--- config.mk ---
export PLATFORM = sky130hd
export DESIGN_NAME = bot_batch_feeder
export DESIGN_NICKNAME = d
export VERILOG_FILES = /design/src/rtl/bot_batch_feeder.sv
export SDC_FILE = /design/constraint.sdc
export NUM_CORES = 1
export LEC_CHECK = 0
export BUFFER_PORTS_ARGS = -buffer_cell sky130_fd_sc_hd__buf_2
export CAP_MARGIN = 20
export CORE_ASPECT_RATIO = 2
export CORE_MARGIN = 4
export CORE_UTILIZATION = 35
export DETAILED_ROUTE_END_ITERATION = 10
export SLEW_MARGIN = 20
export SYNTH_ARGS = -nofsm -noshare
export SYNTH_HDL_FRONTEND = slang
export SYNTH_SLANG_ARGS = --single-unit
--- constraint.sdc ---
create_clock -name clk -period 4.6 [get_ports clk]
set_input_delay 1.15 -clock clk [delete_from_list [all_inputs] [get_ports clk]]
set_output_delay 1.15 -clock clk [all_outputs]
set_load 0.05 [all_outputs]
--- src/rtl/bot_batch_feeder.sv ---
// bot_batch_feeder: transmit side of the bot-stream interface.
// Takes batch descriptors (top, bot count) plus a raw bot stream and feeds
// top/isBotValid/bot/lastBotOfBatch to the aggregating pipeline. A new top
// is only applied once every batch issued under the old top has resolved.
// Optional build macro: BOT_BATCH_FEEDER_COUNT_CHECK_EN adds a FIFO of issued
// batch counts that is checked against the pipeline's pcoeffCount.
`default_nettype none

module bot_batch_feeder #(
    parameter int PCOEFF_COUNT_BITWIDTH = 10,
    parameter int MAX_IN_FLIGHT         = 8
) (
    input  logic                                 clk,
    input  logic                                 rst,
    input  logic                                 descValid,
    input  logic [127:0]                         descTop,
    input  logic [PCOEFF_COUNT_BITWIDTH-1:0]     descBotCount,
    output logic                                 descReady,
    input  logic                                 botInValid,
    input  logic [127:0]                         botIn,
    output logic                                 botInReady,
    output logic [127:0]                         top,
    output logic                                 isBotValid,
    output logic [127:0]                         bot,
    output logic                                 lastBotOfBatch,
    input  logic                                 slowDownInput,
    input  logic                                 resultsValid,
    input  logic [PCOEFF_COUNT_BITWIDTH-1:0]     pcoeffCount,
    output logic [$clog2(MAX_IN_FLIGHT):0]       batchesInFlight,
    output logic                                 idle,
    output logic                                 countMismatch
);

    localparam int CNT_W = $clog2(MAX_IN_FLIGHT) + 1;
    localparam logic [PCOEFF_COUNT_BITWIDTH-1:0] ONE_BOT = PCOEFF_COUNT_BITWIDTH'(1);

    typedef enum logic [1:0] {
        IDLE,
        DRAIN,
        STREAM
    } state_t;

    state_t                             state;
    logic [PCOEFF_COUNT_BITWIDTH-1:0]   remaining;
    logic [PCOEFF_COUNT_BITWIDTH-1:0]   pendCount;
    logic [127:0]                       pendTop;

    logic descAccept;
    logic botAccept;
    logic lastIssue;
    logic resultPop;

    // Handshakes: descriptors only in IDLE with room, bots only while streaming.
    assign descReady  = (state == IDLE) && (batchesInFlight < CNT_W'(MAX_IN_FLIGHT));
    assign botInReady = (state == STREAM) && !slowDownInput;
    assign descAccept = descValid && descReady;
    assign botAccept  = botInValid && botInReady;
    assign lastIssue  = botAccept && (remaining == ONE_BOT);
    // A result with nothing in flight is unexpected and must not underflow.
    assign resultPop  = resultsValid && (batchesInFlight != '0);
    assign idle       = (state == IDLE) && (batchesInFlight == '0);

    // Batch sequencing FSM with registered pipeline-facing outputs.
    // NOTE: sequential state uses non-blocking assignments so every register
    // samples pre-edge values regardless of statement order.
    always_ff @(posedge clk) begin
        if (rst) begin
            state          <= IDLE;
            top            <= '0;
            bot            <= '0;
            isBotValid     <= 1'b0;
            lastBotOfBatch <= 1'b0;
            remaining      <= '0;
            pendTop        <= '0;
            pendCount      <= '0;
        end else begin
            isBotValid     <= botAccept;
            lastBotOfBatch <= lastIssue;
            if (botAccept) begin
                bot <= botIn;
            end
            case (state)
                IDLE: begin
                    // Zero-bot descriptors are consumed and dropped.
                    if (descAccept && (descBotCount != '0)) begin
                        if ((descTop == top) || (batchesInFlight == '0)) begin
                            top       <= descTop;
                            remaining <= descBotCount;
                            state     <= STREAM;
                        end else begin
                            pendTop   <= descTop;
                            pendCount <= descBotCount;
                            state     <= DRAIN;
                        end
                    end
                end
                DRAIN: begin
                    // Old-top results all resolved: safe to switch top.
                    if (batchesInFlight == '0) begin
                        top       <= pendTop;
                        remaining <= pendCount;
                        state     <= STREAM;
                    end
                end
                STREAM: begin
                    if (botAccept) begin
                        remaining <= remaining - ONE_BOT;
                        if (lastIssue) begin
                            state <= IDLE;
                        end
                    end
                end
                default: state <= IDLE;
            endcase
        end
    end

    // In-flight counter: +1 per issued last bot, -1 per resolved result.
    always_ff @(posedge clk) begin
        if (rst) begin
            batchesInFlight <= '0;
        end else if (lastIssue && !resultPop) begin
            batchesInFlight <= batchesInFlight + CNT_W'(1);
        end else if (!lastIssue && resultPop) begin
            batchesInFlight <= batchesInFlight - CNT_W'(1);
        end
    end

`ifdef BOT_BATCH_FEEDER_COUNT_CHECK_EN
    localparam int PTR_W = $clog2(MAX_IN_FLIGHT);

    logic [PCOEFF_COUNT_BITWIDTH-1:0] countFifo [MAX_IN_FLIGHT];
    logic [PTR_W-1:0]                 wrPtr;
    logic [PTR_W-1:0]                 rdPtr;
    logic [PCOEFF_COUNT_BITWIDTH-1:0] batchCount;

    // Count of the batch that will stream next; at most one is outstanding
    // in IDLE/DRAIN, so the accepted non-zero descriptor always owns it.
    always_ff @(posedge clk) begin
        if (rst) begin
            batchCount <= '0;
        end else if (descAccept && (descBotCount != '0)) begin
            batchCount <= descBotCount;
        end
    end

    // FIFO storage of issued batch counts.
    // NOTE: the storage array has no reset; the pointers define which entries
    // are valid, so clearing the data would only cost reset fan-out.
    always_ff @(posedge clk) begin
        if (lastIssue) begin
            countFifo[wrPtr] <= batchCount;
        end
    end

    // FIFO pointers; depth is a power of two so they wrap naturally.
    always_ff @(posedge clk) begin
        if (rst) begin
            wrPtr <= '0;
            rdPtr <= '0;
        end else begin
            if (lastIssue) begin
                wrPtr <= wrPtr + PTR_W'(1);
            end
            if (resultPop) begin
                rdPtr <= rdPtr + PTR_W'(1);
            end
        end
    end

    // Sticky mismatch: wrong count, or a result nobody was waiting for.
    always_ff @(posedge clk) begin
        if (rst) begin
            countMismatch <= 1'b0;
        end else if (resultsValid &&
                     ((batchesInFlight == '0) || (countFifo[rdPtr] != pcoeffCount))) begin
            countMismatch <= 1'b1;
        end
    end
`else
    logic unusedPcoeff;
    assign unusedPcoeff  = ^pcoeffCount;
    assign countMismatch = 1'b0;
`endif

endmodule

`default_nettype wire

After elaboration in Yosys (flattened, before gate mapping)
Index checks and enable logic that the tools add are counted.
{ "totals": {"register_bits": 412, "in_bits": 282, "output_inout_bits": 266} }
{ "op_classes": {"n_mux": 17, "reduce_logical": 25, "n_eq_ne": 9, "magnitude_cmp": 1, "bitwise": 1, "n_addsub": 3} }
{ "op_table": {"columns": ["op", "count"], "rows": [
  ["$mux 128", 3],
  ["$pmux 128 s2", 1],
  ["$eq 128x128->1", 1],
  ["$mux 10", 4],
  ["$pmux 10 s3", 1],
  ["$eq 10x1->1 const B", 1],
  ["$logic_and 1x1->1", 10],
  ["$mux 2", 5],
  ["$reduce_bool 10->1", 1],
  ["$sub 10x1->10 const B", 1],
  ["$mux 4", 2],
  ["$reduce_and 4->1", 2],
  ["$ne 2x2->1 const B", 3],
  ["$pmux 2 s3", 1],
  ["$reduce_and 5->1", 1],
  ["$add 4x1->4 const B", 1],
  ["$logic_not 4->1", 1],
  ["$lt 4x4->1 const B", 1],
  ["$ne 2x1->1 const B", 2],
  ["$reduce_bool 2->1", 2],
  ["$reduce_bool 4->1", 1],
  ["$sub 4x1->4 const B", 1],
  ["$logic_not 1->1", 3],
  ["$reduce_and 3->1", 1],
  ["other kinds (6)", 6]
]} }

Depth between registers and ports, before layout
Gate-level depths: netlist of the first run.
{ "depth": {"depth_word": 8, "mapped_depth": 14} }

Least setup slack after synthesis of the first run
OpenSTA, ideal clock, no wires.
{ "synth_timing": {"path_type": "input -> register", "from": "input port slowDownInput", "to": "register batchesInFlight[3]", "n_path_buf": 0, "arrival_ns": 3.690, "path_slack_ns": 0.839, "stages": 12, "setup_time_ns": 0.071, "cell_sequence": "nor2b_1 > and2_1 > nand4_1 > inv_1 > ha_1 > inv_1 > ha_1 > a21o_1 > a21oi_1 > xnor2_1 > or3_1 > a21oi_1"} }
{ "synth_between": {"elab_chain_len": 7, "elab_cells_between_ends": 9} }
{ "synth_lines": {"columns": ["item", "line_no", "text"], "rows": [
  ["from (decl)", "26", "input logic slowDownInput,"],
  ["$logic_not 1->1 (*)", "55", "assign botInReady = (state == STREAM) && !slowDownInput;"],
  ["$logic_and 1x1->1 (*)", "55", null],
  ["$logic_and 1x1->1 (*)", "57", "assign botAccept = botInValid && botInReady;"],
  ["$logic_and 1x1->1 (*)", "58", "assign lastIssue = botAccept && (remaining == ONE_BOT);"],
  ["net lastIssue", "50", "logic lastIssue;"],
  ["$logic_not 1->1", "124", "end else if (!lastIssue && resultPop) begin"],
  ["$logic_and 1x1->1", "124", null],
  ["$reduce_bool 2->1 (no source line)", null, null],
  ["to (signal assigned)", "123", "batchesInFlight <= batchesInFlight + CNT_W'(1);"],
  ["to (signal assigned)", "125", "batchesInFlight <= batchesInFlight - CNT_W'(1);"],
  ["to (decl)", "29", "output logic [$clog2(MAX_IN_FLIGHT):0] batchesInFlight,"]
]} }
The timed path passes the listed nets; every way through them passes the cells marked *.
A chain may end at the register's enable or synchronous reset.

Worst setup path in the final report of the first run
{ "layout_timing": {"from": "register state[0]", "to": "register batchesInFlight[3]"} }
{ "layout_between": {"elab_chain_len": 7, "elab_cells_between_ends": 9} }
{ "layout_lines": {"columns": ["item", "line_no", "text"], "rows": [
  ["from (decl)", "43", "state_t state;"],
  ["from (signal assigned)", "68", "state <= IDLE;"],
  ["from (signal assigned)", "89", "state <= STREAM;"],
  ["from (signal assigned)", "93", "state <= DRAIN;"],
  ["$eq 2x2->1 (*)", "55", null],
  ["$logic_and 1x1->1 (*)", "55", null],
  ["$logic_and 1x1->1 (*)", "57", null],
  ["$logic_and 1x1->1 (*)", "58", null],
  ["net lastIssue", "50", null],
  ["$logic_not 1->1", "124", null],
  ["$logic_and 1x1->1", "124", null],
  ["$reduce_bool 2->1 (no source line)", null, null]
]} }
Marked as above.

==> results of run 1 <==
-- final cells by class --
cell class	count	area, um^2	area share (%)
Tap cell	744	930.9	3.810
Multi-Input combinational cell	1609	10440	42.73
Antenna cell	9	22.52	0.09217
Sequential cell	412	8248	33.75
Timing Repair Buffer	608	3446	14.10
Inverter	7	26.28	0.1075
Clock buffer	55	1180	4.828
Clock inverter	16	141.4	0.5786
-- sequential cells by signal, indices dropped and copies added (netlist names) --
signal / flops
isBotValid: 1
pendCount: 10
top: 128
bot: 128
state: 2
batchesInFlight: 4
remaining: 10
pendTop: 128
lastBotOfBatch: 1
-- power by group --
group | internal [mW] | leakage, nW | switching, mW | total [mW]
Combinational | 2.97 | 5.48 | 6.20 | 9.18
Clock | 1.87 | 0.660 | 1.52 | 3.39
Sequential | 4.59 | 3.35 | 0.819 | 5.40
-- cell usage in the layout, fill, tap and decap left out, drive strengths merged --
master	Yosys	routed
a211o	1	1
a211oi	2	2
a21o	1	1
a21oi	271	271
a22oi	7	7
a311oi	1	1
a31oi	1	1
and2	1	1
buf	75	608
bufinv	0	1
clkbuf	108	55
clkinv	0	12
clkinvlp	0	1
conb	1	1
dfxtp	412	412
diode	0	9
fa	1	1
ha	9	9
inv	7	9
mux2	128	128
mux2i	140	140
nand2	272	272
nand2b	278	278
nand3	3	3
nand4	35	35
nor2	15	15
nor2b	2	2
nor3	259	259
nor4	12	12
o2111ai	10	10
o211a	1	1
o211ai	1	1
o21ai	13	13
or2	1	1
or3	2	2
or4	2	2
xnor2	131	131
xor2	8	8
-- final timing paths --
path / slack, ns / start / endpoint / cells past startpoint
setup reg to reg: 0.88 / state[0]$_SDFFE_PP0P_ / batchesInFlight[3]$_SDFFE_PP0P_ / 14
setup / recovery: 0.88 / state[0]$_SDFFE_PP0P_ / batchesInFlight[3]$_SDFFE_PP0P_ / 14
hold reg to reg: 0.45 / bot[95]$_SDFFE_PP0P_ / bot[95]$_SDFFE_PP0P_ / 2
hold / removal: 0.45 / bot[95]$_SDFFE_PP0P_ / bot[95]$_SDFFE_PP0P_ / 2
-- worst register-to-register path, stage by stage (launching register included) --
cell and delay, ns:
sky130_fd_sc_hd__dfxtp_1 0.36, sky130_fd_sc_hd__inv_1 0.11, sky130_fd_sc_hd__ha_1 0.62, sky130_fd_sc_hd__nor2b_1 0.40, sky130_fd_sc_hd__and2_4 0.24, sky130_fd_sc_hd__nand4_1 0.29
sky130_fd_sc_hd__inv_1 0.16, sky130_fd_sc_hd__ha_1 0.20, sky130_fd_sc_hd__inv_1 0.09, sky130_fd_sc_hd__ha_1 0.28, sky130_fd_sc_hd__a21o_1 0.18, sky130_fd_sc_hd__a21oi_1 0.17
sky130_fd_sc_hd__xnor2_1 0.09, sky130_fd_sc_hd__or3_1 0.30, sky130_fd_sc_hd__a21oi_1 0.14
-- per-layer routing --
layer  up-vias  track usage (%)  wire [um]  part of all wire [%]
met4         2            16.03       5884                   8.1
met1      8453            24.17      25390                    35
met2       748            39.35      35480                    49
li1       8465                -          -                     -
met5         -                0         19                 0.026
met3       164            5.611       5478                   7.6
-- cells by family (layout without fill, tap and decap cells) --
kind of cell | Yosys count | count (layout) | share of synthesized area, %
xor gates and xnor gates | 139 | 139 | 6.197
adders and majority gates | 10 | 10 | 0.6751
other | 1 | 10 | 0.01909
muxes | 268 | 268 | 14.47
DFF | 412 | 412 | 41.98
buffers and inverters | 190 | 686 | 5.159
AOI/OAI and AO/OA | 309 | 309 | 8.413
and+or+nand+nor | 882 | 882 | 23.08
-- through the flow --
stage	worst slack (ns)	instances
4_1_cts	0.8263	3451
5_1_grt	0.6062	3460
6_report	0.8774	3460
2_1_floorplan	0.8395	2211
3_5_place_dp	0.4234	3380
3_3_place_gp	0.4373	3380
==> summary by stage, run 1 <==
Run status
The run finished with clean final reports.

Setup path
The startpoint type of the worst setup path is a register. Together, buffers and inverters on the worst path number 3. STA puts the critical path data required time at 5.08 ns. The arrival time of the worst setup path is 4.20 ns. The type of the setup path with the least slack is register to register. The largest stage delay on the critical path is 0.62 ns. The signal on the critical path passes through inv_1, ha_1, nor2b_1, and2_4, nand4_1, inv_1, ha_1, inv_1, ha_1, a21o_1, a21oi_1, xnor2_1, or3_1, a21oi_1. The slowest stage of the critical path is the sky130_fd_sc_hd__ha_1 cell. The worst-path maximum fanout is 14. The worst setup path is captured at a register.

The cell family contributing the most delay on the critical path is simple AND/OR/NAND/NOR gates.

Logic synthesis
After synthesis, the cell types taking the most area are sky130_fd_sc_hd__dfxtp_1 (42%), sky130_fd_sc_hd__nand2b_1 (8.9%), sky130_fd_sc_hd__mux2_2 (7.3%), sky130_fd_sc_hd__mux2i_1 (7.1%), sky130_fd_sc_hd__a21oi_1 (6.9%). After technology mapping, the gate count stands at 2211. The share of async-settable or async-resettable flops after synthesis is 0%. In this run the biggest area consumer among cell types represents about two fifths of the synthesized area.

The count of warnings emitted by yosys is 0. The area of the mapped netlist is 19650 um^2. The sequential-to-total area share from yosys stat is 41.98%. In this run the mean area of a mapped cell was just under 9 um^2.

The number of enable-type register cells in the synthesized netlist is 0. The predominant post-synthesis flop cell is sky130_fd_sc_hd__dfxtp_1. The register bit count reported by yosys is slightly above 400. The most numerous cell in the Yosys netlist is sky130_fd_sc_hd__dfxtp_1. The number of nets in the synthesized netlist is 2503. After synthesis, the netlist uses 42 different library cells. In the synthesized netlist, the cells that appear most often are sky130_fd_sc_hd__dfxtp_1 (412), sky130_fd_sc_hd__nand2b_1 (278), sky130_fd_sc_hd__a21oi_1 (271), sky130_fd_sc_hd__nand2_1 (271), sky130_fd_sc_hd__nor3_1 (248). The cell accounting for the most synthesized area is sky130_fd_sc_hd__dfxtp_1.

Routing
The detail route stage leaves a number of antenna-violating nets equal to 0. The detailed router's first-iteration violation count is ~1100. The via-per-instance ratio is 5.154. The post-detailed-route DRC marker count is 0. For this block, the via count after detailed routing is 17832.

Summed over all layers, the routed wires come to 72.25 mm. Before antenna repair, the detailed router went through 5 iterations. After detailed routing, the average wire length per cell comes to 20.88 um.

Die
Pin placement for this block handled 548 I/O pins. For this configuration, the core starts out at a cell density of 35.45%. The area enclosed by the die boundary is 60210 um^2.

The site row count is 122. The width of the die is 175.5 um. The die is 343.1 um tall.

The region available for standard cell placement spans 55410 um^2.

Placement
The final weighted congestion of routability-driven global placement is around 0.86. The post-detailed-placement cell area is 23090 um^2. The count of buffers added on input and output ports is 536. The HPWL after detailed placement is ~53 mm.

Clocking
The hold buffer count at cts is 0. After clock tree synthesis, the setup repair step added 0 buffers. The number of gates resized after CTS is 0. The number of H-tree branching levels is 2.

The clock transition at the registers of the reported paths is around 0.06 ns. Clock latency on the worst-skew pair, taken at its later pin, is ~0.58 ns. The cell sitting at the root of the clock tree is a sky130_fd_sc_hd__clkbuf_16. TritonCTS built the clock tree. The TritonCTS buffer count is 41.

Counting along the longest clock path gives a buffer depth of 3. The number of sinks handled by clock tree synthesis is 412.

Run
Max-cap violations in this run came to 0.

STA
On the final layout, the worst clock skew is 0.03158 ns. The final critical path takes up around four fifths of the cycle. The total count of max-transition violations in the final report came to 0. The final hold violation count is 0. Setup repair after global routing left no endpoint under its margin. The worst-case hold slack is ~0.45 ns.

Summed over all failing endpoints, the final setup total negative slack is 0 ns. For the finished layout, the period the worst path requires is 3.723 ns. The remaining max-slew budget at the tightest pin is 32.89%.

The final setup violation count is 0. Based on the critical path, the design can be clocked at up to 268.6 MHz. The transition time at the pin with the least slew margin is 1.007 ns.

Global route
The pin count of the biggest net entering global routing is 146. The total overflow left after global routing is 0. For this run, the total global-route usage over all layers was measured as 22.78%.

The first-pass GRT wire length is 107.8 mm. The number of antenna violations at the first check in global routing came to 16. The number of global-route vias before repair is 18115.

Cells and area
For this run, the post-layout net count is approximately 3000. The fraction of final layout cells sized beyond drive strength 1 is 30.44%. After filler insertion, the fill cell instance count of the layout stands at 5538. After routing the design area is around 24000 um^2. The final core utilization is 44.10%. The area growth from synthesis to layout is 24.39%.

Power
Summed over all cells, the static leakage comes to between 9 and 10 nW. The post-route total power is 17.97 mW. For this design the ratio of total power to cell area is 735.4 nW/um^2. IR analysis of the VDD net gives a maximum drop of 459.2 uV.

Worst hold path
The path class of the tightest hold or removal check is register to register.
No activity file was read; power rests on OpenSTA's default activity.
==> run 2, diff against run 1 <==
- ABC_AREA: default -> 1
- clock period: 4.6 -> 3.3 ns (I/O delays scaled with it)
==> run 2 against run 1 <==
- maximum frequency is 29% higher
- hold slack got worse by 0.0066 ns
- critical path depth rose by 5
- flip-flop and latch count unchanged
- synthesized cell count up 28%
- combinational power up 19%
- die area down 4.1%
==> summary by stage, run 2 <==
Logic synthesis
The synthesized area divided by synthesized cell count is 6.633 um^2 (was 8.885 um^2). The predominant post-synthesis flop cell is sky130_fd_sc_hd__dfxtp_1 (unchanged). The most numerous cell in the Yosys netlist was sky130_fd_sc_hd__nand2_1 (was sky130_fd_sc_hd__dfxtp_1). The cell count after synthesis is 2837 (was 2211). The number of enable-type register cells in the synthesized netlist is 0 (unchanged). The count of warnings emitted by yosys is 0 (unchanged).

The sequential-to-total area share from yosys stat is 43.83% (was 41.98%). The area of the mapped netlist is 18820 um^2 (was 19650 um^2). The register bit count reported by yosys is 412 (unchanged). Top cells by instance count after synthesis: sky130_fd_sc_hd__nand2_1 (861), sky130_fd_sc_hd__dfxtp_1 (412), sky130_fd_sc_hd__nor2_1 (337) (was sky130_fd_sc_hd__dfxtp_1 (412), sky130_fd_sc_hd__nand2b_1 (278), sky130_fd_sc_hd__a21oi_1 (271), sky130_fd_sc_hd__nand2_1 (271), sky130_fd_sc_hd__nor3_1 (248)). The distinct cell type count after synthesis is 30 (was 42). The synthesized netlist net count came to 3129 (was 2503).

Largest cells by area after synthesis: sky130_fd_sc_hd__dfxtp_1 (44%), sky130_fd_sc_hd__nand2_1 (17%), sky130_fd_sc_hd__o21ai_0 (7.7%), sky130_fd_sc_hd__a21oi_1 (7.3%), sky130_fd_sc_hd__nor2_1 (6.7%) (was sky130_fd_sc_hd__dfxtp_1 (42%), sky130_fd_sc_hd__nand2b_1 (8.9%), sky130_fd_sc_hd__mux2_2 (7.3%), sky130_fd_sc_hd__mux2i_1 (7.1%), sky130_fd_sc_hd__a21oi_1 (6.9%)). The share of the synthesized area in the top cell type is 43.83% (was 41.98%). The cell accounting for the most synthesized area is sky130_fd_sc_hd__dfxtp_1 (unchanged). The share of async-settable or async-resettable flops after synthesis came to 0% (unchanged).

Setup path
The cell that appears most often on the critical path is sky130_fd_sc_hd__nor2_1. The worst-path cell with the longest stage delay is sky130_fd_sc_hd__dfxtp_1 (was sky130_fd_sc_hd__ha_1). The largest stage delay on the critical path was 0.37 ns (was 0.62 ns). The startpoint type of the worst setup path is a register (unchanged). The critical path capture point type is a register (unchanged).

The family with the most delay on the worst path is adder cells (was simple AND/OR/NAND/NOR gates). The arrival time of the worst setup path is 3.32 ns (was 4.20 ns). The required time reported for the critical path endpoint came to 3.73 ns (was 5.08 ns). The worst-path maximum fanout was 4 (was 14). The count of buffering cells on the critical path with inverters included was 4 (was 3).

The type of the setup path with the least slack is register to register (unchanged). Worst path cell trace: inv_1, ha_1, inv_2, nor2_2, nand2_4, clkinv_2, nand3_1, nor2_1, ha_1, inv_1, ha_1, nand2_1, nor2_1, a211oi_1, nor2_1, nor2_1, nand2_1, o21ai_0, a21oi_1 (was inv_1, ha_1, nor2b_1, and2_4, nand4_1, inv_1, ha_1, inv_1, ha_1, a21o_1, a21oi_1, xnor2_1, or3_1, a21oi_1).

Cells and area
The fraction of final layout cells sized beyond drive strength 1 came to 20.28% (was 30.44%). The layout net count is 3579 (was 2971). Highest-count cells in the layout ignoring fill and taps: sky130_fd_sc_hd__nand2_1 (860), sky130_fd_sc_hd__buf_2 (535), sky130_fd_sc_hd__dfxtp_1 (412) (was sky130_fd_sc_hd__buf_2 (535), sky130_fd_sc_hd__dfxtp_1 (412), sky130_fd_sc_hd__nand2b_1 (278)). The area taken by flip-flops and latches is 8248 um^2 (unchanged). The count of filler cells inserted in the layout came to 5732 (was 5538). The most common library cell in the layout ignoring fill and taps is sky130_fd_sc_hd__nand2_1 (was sky130_fd_sc_hd__buf_2). The multi-input logic area is 8558 um^2 (was 10440 um^2).

The final core utilization is 44.12% (was 44.10%). Top Registers: bot x128, pendTop x128, top x128 (unchanged). The layout overhead on the synthesized area was 25.34% (was 24.39%). The final design instance area without fill was 23590 um^2 (was 24440 um^2).

STA
The worst-case hold slack is 0.4426 ns (was 0.4492 ns). The final setup violation count is 0 (unchanged). The timing-limited maximum frequency was 346.2 MHz (was 268.6 MHz).

The remaining max-slew budget at the tightest pin came to 46.70% (was 32.89%). The total count of max-transition violations in the final report came to 0 (unchanged). The minimum clock period after layout is 2.889 ns (was 3.723 ns). The transition time at the pin with the least slew margin is 0.7994 ns (was 1.007 ns). The final clock period utilization by the worst path is 87.54% (was 80.93%).

The setup clock skew after layout came to 0.01081 ns (was 0.03158 ns). The total negative setup slack is 0 ns (unchanged). Unrepaired setup endpoints after global routing: false (unchanged). The post-layout worst setup margin is 0.4111 ns (was 0.8774 ns).

The final hold violation count is 0 (unchanged).

Placement
The post-detailed-placement cell area is 22130 um^2 (was 23090 um^2). The placement-stage worst setup slack was 0.1756 ns (was 0.4234 ns). The number of buffer cells added on primary ports is 536 (unchanged). The HPWL after detailed placement came to 41.80 mm (was 52.96 mm). The final weighted congestion of routability-driven global placement came to 0.8324 (was 0.8640).

Die
The area enclosed by the die boundary is 57760 um^2 (was 60210 um^2). The core area is 53450 um^2 (was 55410 um^2). The height of the die is 335.9 um (was 343.1 um). The number of top-level design ports is 548 (unchanged). The width of the die came to 172.0 um (was 175.5 um). The effective utilization at floorplan is 35.20% (was 35.45%). The site row count is 120 (was 122).

Power
The net switching component of the power is 10.82 mW (was 8.541 mW). The worst voltage drop across the vdd grid is 647.5 uV (was 459.2 uV). The power per cell area is 997.1 nW/um^2 (was 735.4 nW/um^2). The switching fraction of total power is 46.03% (was 47.53%). The proportion of power drawn by combinational gates came to 46.4% (was 51.1%). The internal portion of total power is 12.69 mW (was 9.429 mW).

The part of the total power dissipated in sequential elements was 32.2% (was 30.1%). The static leakage power is 11.27 nW (was 9.490 nW). The fraction of power consumed by the clock network is 21.4% (was 18.9%).

Global route
The overall track demand over capacity in global routing is 18.72% (was 22.78%). The first-pass GRT wire length is 88.23 mm (was 107.8 mm). The number of global-route vias before repair was 16952 (was 18115). The pin count of the biggest net entering global routing is 132 (was 146). The number of antenna violations at the first check in global routing is 21 (was 16). The total congestion overflow after global routing is 0 (unchanged).

Clocking
The clock transition at the registers of the reported paths is 0.07 ns (was 0.06 ns). The number of gates resized after CTS was 0 (unchanged). The cell chosen for the clock root is sky130_fd_sc_hd__clkbuf_16 (unchanged). The hold buffer count at cts is 0 (unchanged).

The clock network latency to the later pin of the worst-skew pair was 0.55 ns (was 0.58 ns). The maximum clock path buffer count is 3 (unchanged). The TritonCTS buffer count is 39 (was 41). The number of H-tree branching levels is 2 (unchanged). The clock tree from TritonCTS was yes (unchanged). The post-CTS setup-driven buffer insertion count was 0 (unchanged). The number of sinks handled by clock tree synthesis was 412 (unchanged).

Run status
Result of the run: completed (unchanged).

Run
The max-cap violation count came to 0 (unchanged).

Routing
The number of nets with antenna violations after detailed routing was 0 (unchanged). The detailed router's first-iteration violation count is 862 (was 1067). The total wire length after detailed routing is 57.82 mm (was 72.25 mm). The post-detailed-route wirelength per cell was 14.45 um (was 20.88 um). The number of detailed-routing iterations run before antenna repair is 5 (unchanged). The post-detailed-route DRC marker count is 0 (unchanged). The total via count in the routed design is 18563 (was 17832). The via-per-instance ratio came to 4.641 (was 5.154).

Worst hold path
The class of the most critical hold timing path is register to register (unchanged).
## run 2: cell types whose count changed after synthesis, moves of 24 or more
cell                       previous run  this run
sky130_fd_sc_hd__inv_1                7       329
sky130_fd_sc_hd__mux2i_1            140         0
sky130_fd_sc_hd__xnor2_1            131        76
sky130_fd_sc_hd__o21ai_0             11       289
sky130_fd_sc_hd__mux2_2             128         0
sky130_fd_sc_hd__nand2_1            271       861
sky130_fd_sc_hd__buf_6               28         4
sky130_fd_sc_hd__nor2_1              15       337
sky130_fd_sc_hd__nand2b_1           278         0
sky130_fd_sc_hd__nor3_1             248         2
## run 2: final timing paths
check             slack [ns]                               to                startpoint  cells after the start
setup / recovery        0.41  batchesInFlight[3]$_SDFFE_PP0P_     state[0]$_SDFFE_PP0P_                     19
hold / removal          0.44         pendTop[86]$_SDFFE_PP0P_  pendTop[86]$_SDFFE_PP0P_                      2
setup reg to reg        0.41  batchesInFlight[3]$_SDFFE_PP0P_     state[0]$_SDFFE_PP0P_                     19
hold reg to reg         0.44         pendTop[86]$_SDFFE_PP0P_  pendTop[86]$_SDFFE_PP0P_                      2
## run 2: cells by family after synthesis
| family | share of synthesized area, % |
|---|---|
| xor gates and xnor gates | 3.584 |
| and+or+nand+nor | 25.39 |
| adders and majority gates | 0.7048 |
| other | 0.01993 |
| AOI/OAI and AO/OA | 15.58 |
| DFF | 43.83 |
| buffers and inverters | 10.89 |
## run 2: tightest hold or removal path, delay by kind of cell (launching register included)
kind | cells | cell delay [ns]
compound gates | 1 | 0.05
flops | 1 | 0.31
buf+inv | 1 | 0.05
## run 2: power by group through the flow
stage	Sequential [mW]	Combinational (mW)	Clock, mW
2_1_floorplan	10.4	5.45	0
3_3_place_gp	7.67	10.9	0
3_5_place_dp	7.68	11.0	0
4_1_cts	7.59	11.0	5.19
5_1_grt	7.77	12.2	5.37
6_report	7.58	10.9	5.04
## run 2: cell type report
class	count	share of cell area (%)
antenna	15	0.1592
clock buffer	54	4.981
clock inverter	14	1.040
inverter	349	5.602
multi-input combinational	1909	36.29
sequential	412	34.97
tap	671	3.560
timing repair buffer	576	13.40
## run 2: metrics by stage
| step | instances | power [mW] |
|---|---|---|
| 6_report | 4000 | 23.52 |
| 5_1_grt | 3996 | 25.32 |
| 4_1_cts | 3985 | 23.79 |
| 3_5_place_dp | 3917 | 18.66 |
| 3_3_place_gp | 3917 | 18.58 |
| 2_1_floorplan | 2837 | 15.86 |
## run 2: per-layer routing
metal	share of wire [%]	routed length (um)	track usage, %	vias to the layer above
met3	8.8	5094	5.611	118
met1	38	21900	19.81	8218
met2	49	28290	33.28	555
li1	-	-	-	9664
met5	0.081	47	0	-
met4	4.3	2486	9.207	8
